$ cat src/rtl/fir_lms_engine.sv
// Adaptive FIR responder: shifts a new sample into the delay line, runs one MAC
// per tap while applying an LMS weight update, then pulses fir_done with the result.
module fir_lms_engine #(
  parameter int TAPS = 16,
  parameter int FRAC = 15
) (
  input  logic               clk,
  input  logic               rst,
  input  logic               fir_go,
  input  logic signed [31:0] feedforward_in,
  input  logic signed [31:0] weight_adjust,
  output logic               fir_done,
  output logic signed [31:0] fir_out
);

  localparam int IDX_W = $clog2(TAPS);

  typedef enum logic [1:0] {IDLE, MAC, DONE} state_t;

  state_t state, state_nxt;

  logic signed [15:0] x [TAPS];
  logic signed [15:0] w [TAPS];
  logic signed [15:0] step;
  logic signed [47:0] acc;
  logic [IDX_W-1:0]   idx;

  logic               last_tap;
  logic signed [15:0] x_cur, w_cur;
  logic signed [31:0] prod_acc, prod_upd, upd_shift, upd_sum, step_raw;
  logic signed [47:0] acc_shift;

  function automatic logic signed [15:0] sat16(input logic signed [31:0] v);
    if (v > 32'sd32767)       return 16'sh7fff;
    else if (v < -32'sd32768) return 16'sh8000;
    else                      return v[15:0];
  endfunction

  function automatic logic signed [31:0] sat32(input logic signed [47:0] v);
    if (v > 48'sd2147483647)       return 32'sh7fff_ffff;
    else if (v < -48'sd2147483648) return 32'sh8000_0000;
    else                           return v[31:0];
  endfunction

  assign last_tap  = (idx == IDX_W'(TAPS - 1));
  assign x_cur     = x[idx];
  assign w_cur     = w[idx];
  assign prod_acc  = 32'(w_cur) * 32'(x_cur);
  assign prod_upd  = 32'(step) * 32'(x_cur);
  assign upd_shift = prod_upd >>> FRAC;
  assign upd_sum   = 32'(w_cur) + upd_shift;
  assign step_raw  = weight_adjust >>> FRAC;
  assign acc_shift = acc >>> FRAC;

  always_ff @(posedge clk) begin
    if (rst) state <= IDLE;
    else     state <= state_nxt;
  end

  always_comb begin
    state_nxt = state;
    case (state)
      IDLE:    if (fir_go) state_nxt = MAC;
      MAC:     if (last_tap) state_nxt = DONE;
      DONE:    state_nxt = IDLE;
      default: state_nxt = IDLE;
    endcase
  end

  always_ff @(posedge clk) begin
    if (rst) begin
      for (int unsigned i = 0; i < TAPS; i++) begin
        x[i] <= '0;
        w[i] <= '0;
      end
      step     <= '0;
      acc      <= '0;
      idx      <= '0;
      fir_done <= 1'b0;
      fir_out  <= '0;
    end else begin
      fir_done <= 1'b0;
      case (state)
        IDLE: begin
          if (fir_go) begin
            for (int unsigned i = TAPS - 1; i > 0; i--) x[i] <= x[i-1];
            x[0] <= feedforward_in[15:0];
            step <= sat16(step_raw);
            acc  <= '0;
            idx  <= '0;
          end
        end
        MAC: begin
          // Accumulate with the pre-update weight; the write-back lands at the same edge.
          acc    <= acc + 48'(prod_acc);
          w[idx] <= sat16(upd_sum);
          idx    <= last_tap ? '0 : idx + IDX_W'(1);
        end
        DONE: begin
          fir_out  <= sat32(acc_shift);
          fir_done <= 1'b1;
        end
        default: ;
      endcase
    end
  end

endmodule

$ cat config.mk
export PLATFORM = sky130hd
export DESIGN_NAME = fir_lms_engine
export DESIGN_NICKNAME = d
export VERILOG_FILES = /design/src/rtl/fir_lms_engine.sv
export SDC_FILE = /design/constraint.sdc
export NUM_CORES = 2
export LEC_CHECK = 0
export BUFFER_PORTS_ARGS = -buffer_cell sky130_fd_sc_hd__buf_2
export CAP_MARGIN = 0
export CORE_MARGIN = 2
export CORE_UTILIZATION = 59
export DETAILED_ROUTE_END_ITERATION = 8
export PLACE_DENSITY = 0.83
export SYNTH_ARGS = -nofsm -noshare
export SYNTH_HDL_FRONTEND = slang
export SYNTH_SLANG_ARGS = --single-unit
$ cat constraint.sdc
create_clock -name clk -period 9.3 [get_ports clk]
set_clock_uncertainty 0.1 [all_clocks]
set_input_delay 1.86 -clock clk [delete_from_list [all_inputs] [get_ports clk]]
set_output_delay 1.86 -clock clk [all_outputs]
set_load 0.01 [all_outputs]
After elaboration in Yosys (flattened, before gate mapping) --
Memory sizes are Yosys's and may differ from the RTL's. A register that Yosys moved wholly into a read port is not among the register bits. Cells that the tools add are included.
Storage, ports and cells: input port bits 67, memories kept 2, register bits 103, output and inout bits 33, RAM bits 512
Memories:
- w | depth 16, width 16, read ports 1, clocked after Yosys merged registers in 1, wr ports 16, line 23 | logic signed [15:0] w [TAPS];
- x | depth 16, width 16, read ports 16, clocked after Yosys merged registers in 1, wr ports 16, line 22 | logic signed [15:0] x [TAPS];
Operators by class: equality and inequality tests 5, reduce and logical (&&, ||, !) cells 6, magnitude comparators 6, mux-type cells 49, add/subtract/negate cells 3, bitwise logic cells 16, $mul 2
Operator list (count):
- 16-bit 2-to-1 mux | 23
- 48-bit case mux with 2 select lines | 1
- 16-bit by 16-bit multiplier with 32-bit output | 2
- 32-bit 2-to-1 mux | 2
- 48-bit by 32-bit adder with 48-bit output | 1
- 48-bit 2-to-1 mux | 1
- 33-bit by 32-bit > comparator with 1-bit output (second input constant) | 1
- 33-bit by 32-bit less-than comparator with 1-bit output (second input constant) | 1
- 4-bit 2-to-1 mux | 7
- 16-bit by 17-bit adder with 18-bit output | 1
- 18-bit by 16-bit > comparator with 1-bit output (second input constant) | 1
- 18-bit by 16-bit less-than comparator with 1-bit output (second input constant) | 1
- 17-bit by 16-bit > comparator with 1-bit output (second input constant) | 1
- 17-bit by 16-bit less-than comparator with 1-bit output (second input constant) | 1
- 1-bit OR | 16
- 16-bit OR reduction | 1
- 1-bit 2-to-1 mux | 11
- 4-bit case mux with 2 select lines | 1
- 2-bit AND reduction | 3
- 4-bit by 1-bit adder with 4-bit output (second input constant) | 1
- 4-bit == test (second input constant) | 1
- 2-bit 2-to-1 mux | 2
- 2-bit inequality test (second input constant) | 2
- 2-bit case mux with 2 select lines | 1
- other kinds (4) | 4

Longest topological paths before layout --
depth after elaboration 8, depth in mapped cells 41, gate-level depth less buffers 37

Worst setup path after synthesis --
OpenSTA, ideal clock, no wires.
path type reg-to-reg, start register with a tool-made name, end memory w[0][12] (data pin), path buffers 5, stages on the path, launching flop included 37, setup slack -0.817 ns, data required time 8.934 ns, setup time 0.266 ns, arrival 9.751 ns, path through dfxtp_1 buf_6 buf_2 buf_2 mux4_2 mux4_2 clkbuf_1 nand2_1 inv_1 fa_1 inv_1 fa_1 inv_1 fa_1 fa_1 fa_1 inv_1 fa_1 inv_1 ha_1 a21o_1 a211o_1 a21o_1 a21o_1 a211oi_1 nor2_1 xnor2_1 ha_1 nand2_1 nand2b_1 or3_1 a2111oi_0 a221o_1 a21oi_2 a31oi_1 clkbuf_1 nor2_1
RTL lines (line):
- to (decl) | 23

==> impl_metrics.tcl <==
set metrics [dict create \
    status "finished, violations left" \
    violations "negative setup slack" \
    place_hpwl_mm 88.63 \
    syn_nets 5337 \
    grt_pass1_vias 38955 \
    worst_slew_pin_slew_ns 1.316 \
    worstPathArrival_ns 10.50 \
    clock-sinks 619 \
    synthAdderAreaFrac 0.3074 \
    crit_slowest_cell "mux4_2" \
    ys_warn_count 0 \
    drt_iter0_drc 3941 \
    syn-cell-area_um2 50040 \
    grt_use_total 0.3192 \
    layout-drive-gt1-share 0.1933 \
    required_ns 9.65 \
    clk_latency_ns 0.66 \
    cts_tree "yes" \
    grt_max_degree 156 \
    place_inst 5769 \
    cts-root-buf "clkbuf_16" \
    fp.dieH_um 295.2 \
    nets 5713 \
    n_fill_cell 5416 \
    die_area_um2 87160 \
    firstDrtPassIters 6 \
    synthToLayoutAreaGrowth_pct 16.30 \
    async_flop_share 0 \
    htree_levels 3 \
    cp_common_cell "fa_1" \
    synth_area_leaders "edfxtp_1, fa_1, mux4_2" \
    yosysUniqueCellTypes 70 \
    via_count 36593 \
    critPathKind "reg2reg" \
    critPathMaxFanout 16 \
    relSlewSlack 0.1225 \
    synthSimpleGateAreaFrac 0.1363 \
    cp-end-kind "flip-flop" \
    grt_first_pass_wirelength_mm 212.3 \
    muxShareOfSynthArea 0.07216 \
    ys_ff_latch 619 \
    antenna_found_initial 7 \
    syn_inst 4415 \
    final_cell_count_no_fill 5980 \
    finalSetupViolations 257 \
    tns_ns -184.44 \
    clk_pin_slew_ns 0.07 \
    boundaryPins 100 \
    fin_crit_sh 1.091 \
    core_um2 83820 \
    synth_compound_area_frac 0.05516 \
    dieWidth_um 295.2 \
    seq_area_frac_synth 0.3501 \
    critical-path-max-stage-delay_ns 0.53 \
    synth_ff_type "edfxtp_1" \
    place_ws_ns -0.7896 \
    holdCritPathClass "reg2reg" \
    drc_errors 0 \
    synth_most_common_cell "inv_1" \
    synth_xor_area_frac 0.01243 \
    post-route-min-period_ns 10.15 \
    routabilityCongestion 0.9143 \
    synth-edff-count 512 \
    synth.largest_area_cell "edfxtp_1" \
    initial_core_util 0.5970 \
    numPortBuffers 68 \
    avgSynthCellArea_um2 11.33 \
    synth_top_family_by_area "adder cells" \
    fp-row-count 106 \
    grt.overflow.total 0 \
    fin_ws_ns -0.8502 \
    cts_buffer_depth 3 \
    synth_top_area_frac 0.3073 \
    grt_setup_unrepaired "true" \
    worst_setup_path_start_kind "flip-flop" \
    hold_viol_final 0 \
    cts-buffers-inserted 67 \
    fmax_mhz 98.52 \
    ant_nets 0 \
    wire_per_inst_um 23.03 \
    final_max_slew_viol_count 0 \
    via_per_inst 6.119 \
    yosys-top-cells-count "inv_1, fa_1, edfxtp_1" \
    drv_cap 0 \
    drt_wl_total_mm 137.7 \
]
## kinds of logic (layout without fill, tap and decap cells)
| group | count (synthesis) | in the layout |
|---|---|---|
| AO/OA/AOI/OAI | 436 | 436 |
| XOR/XNOR | 71 | 71 |
| adder cells (fa/ha/maj) | 855 | 855 |
| buffers and inverters | 874 | 1300 |
| flip-flops | 619 | 619 |
| multiplexers | 169 | 171 |
| other | 0 | 3 |
| AND/OR/NAND/NOR | 1391 | 1391 |
## layout by cell type, fill, tap and decap left out, types with 9 or more instances in the layout
cell type	n
a21oi_4	12
o21a_1	17
inv_1	634
buf_4	394
a31oi_1	13
nand2_1	325
nand3_1	28
mux2i_1	10
clkbuf_16	73
edfxtp_1	512
nor2_2	15
xor2_1	19
a21o_1	37
buf_12	46
clkbuf_1	11
a21oi_1	98
nor3_1	19
nor2_1	390
fa_1	613
a22oi_1	26
mux4_2	154
nand4_1	15
clkinv_2	9
xnor2_1	51
dfxtp_1	102
nor2b_1	31
buf_2	68
o21bai_1	11
or3_1	14
and2_1	448
nand2b_1	51
buf_6	19
ha_1	218
fa_2	11
o21ai_0	120
a21oi_2	13
## metal layers
metal / track usage / vias up / share of wire
met1: 0.4049 / 18336 / 0.36
li1: - / 15190 / -
met3: 0.07570 / 632 / 0.11
met2: 0.5125 / 2427 / 0.47
met5: 0 / - / 0.00051
met4: 0.1704 / 8 / 0.062
## area by class of cell
| type | instances | area (um2) | share of cell area |
|---|---|---|---|
| clock inverters | 34 | 414.1 | 0.007116 |
| multi-input cells | 2924 | 29880 | 0.5135 |
| well taps | 1134 | 1419 | 0.02438 |
| repair buffers | 537 | 4651 | 0.07991 |
| diodes | 3 | 7.507 | 0.0001290 |
| flip-flops and latches | 619 | 17530 | 0.3012 |
| inverters | 642 | 2420 | 0.04158 |
| clock buffers | 87 | 1876 | 0.03223 |
## final timing paths
path	to	start	cells after the start	slack [ns]
worst min register to register	fir_out[31]$_SDFFE_PP0P_	fir_out[31]$_SDFFE_PP0P_	2	0.35
worst max-delay path	w[9][12]$_SDFFCE_PN0P_	flip-flop	38	-0.85
worst max register to register	w[9][12]$_SDFFCE_PN0P_	flip-flop	38	-0.85
worst min-delay path	fir_out[31]$_SDFFE_PP0P_	fir_out[31]$_SDFFE_PP0P_	2	0.35
## critical path, delay by kind of cell (launching register included)
kind	cells	cell delay, ns
AOI/OAI and AO/OA	10	2.21
and+or+nand+nor	6	0.97
muxes	2	1.05
buffers and inverters	11	1.25
DFF	1	0.41
adders and majority gates	8	3.59
xor gates and xnor gates	1	0.34
## through the flow
stage	hold WS, ns	instance area [um2]	util
final	0.3527	58200	0.6943
after global routing	0.3711	58190	0.6942
after CTS	0.3527	57410	0.6849
after detailed placement	0.3451	54420	0.6492
after global placement	0.3396	54420	0.6492
after floorplan	0.3603	50640	-
## state kept, by name, indices dropped and copies added (netlist names), named ones only
name	flops
fir_done	1
idx	4
acc	48
state	2
x	256
step	16
w	256
fir_out	32
## what timing repair did
item	4_1_cts	5_1_grt
pin swaps	13	32
endpoints found under the setup margin	256	266
gates resized for setup	49	74
buffers inserted	39	40
hold buffers	0	0
cloned	5	3
Power is not shown: default switching activity piles up to over one toggle a cycle in this logic, so the estimate is an artifact.
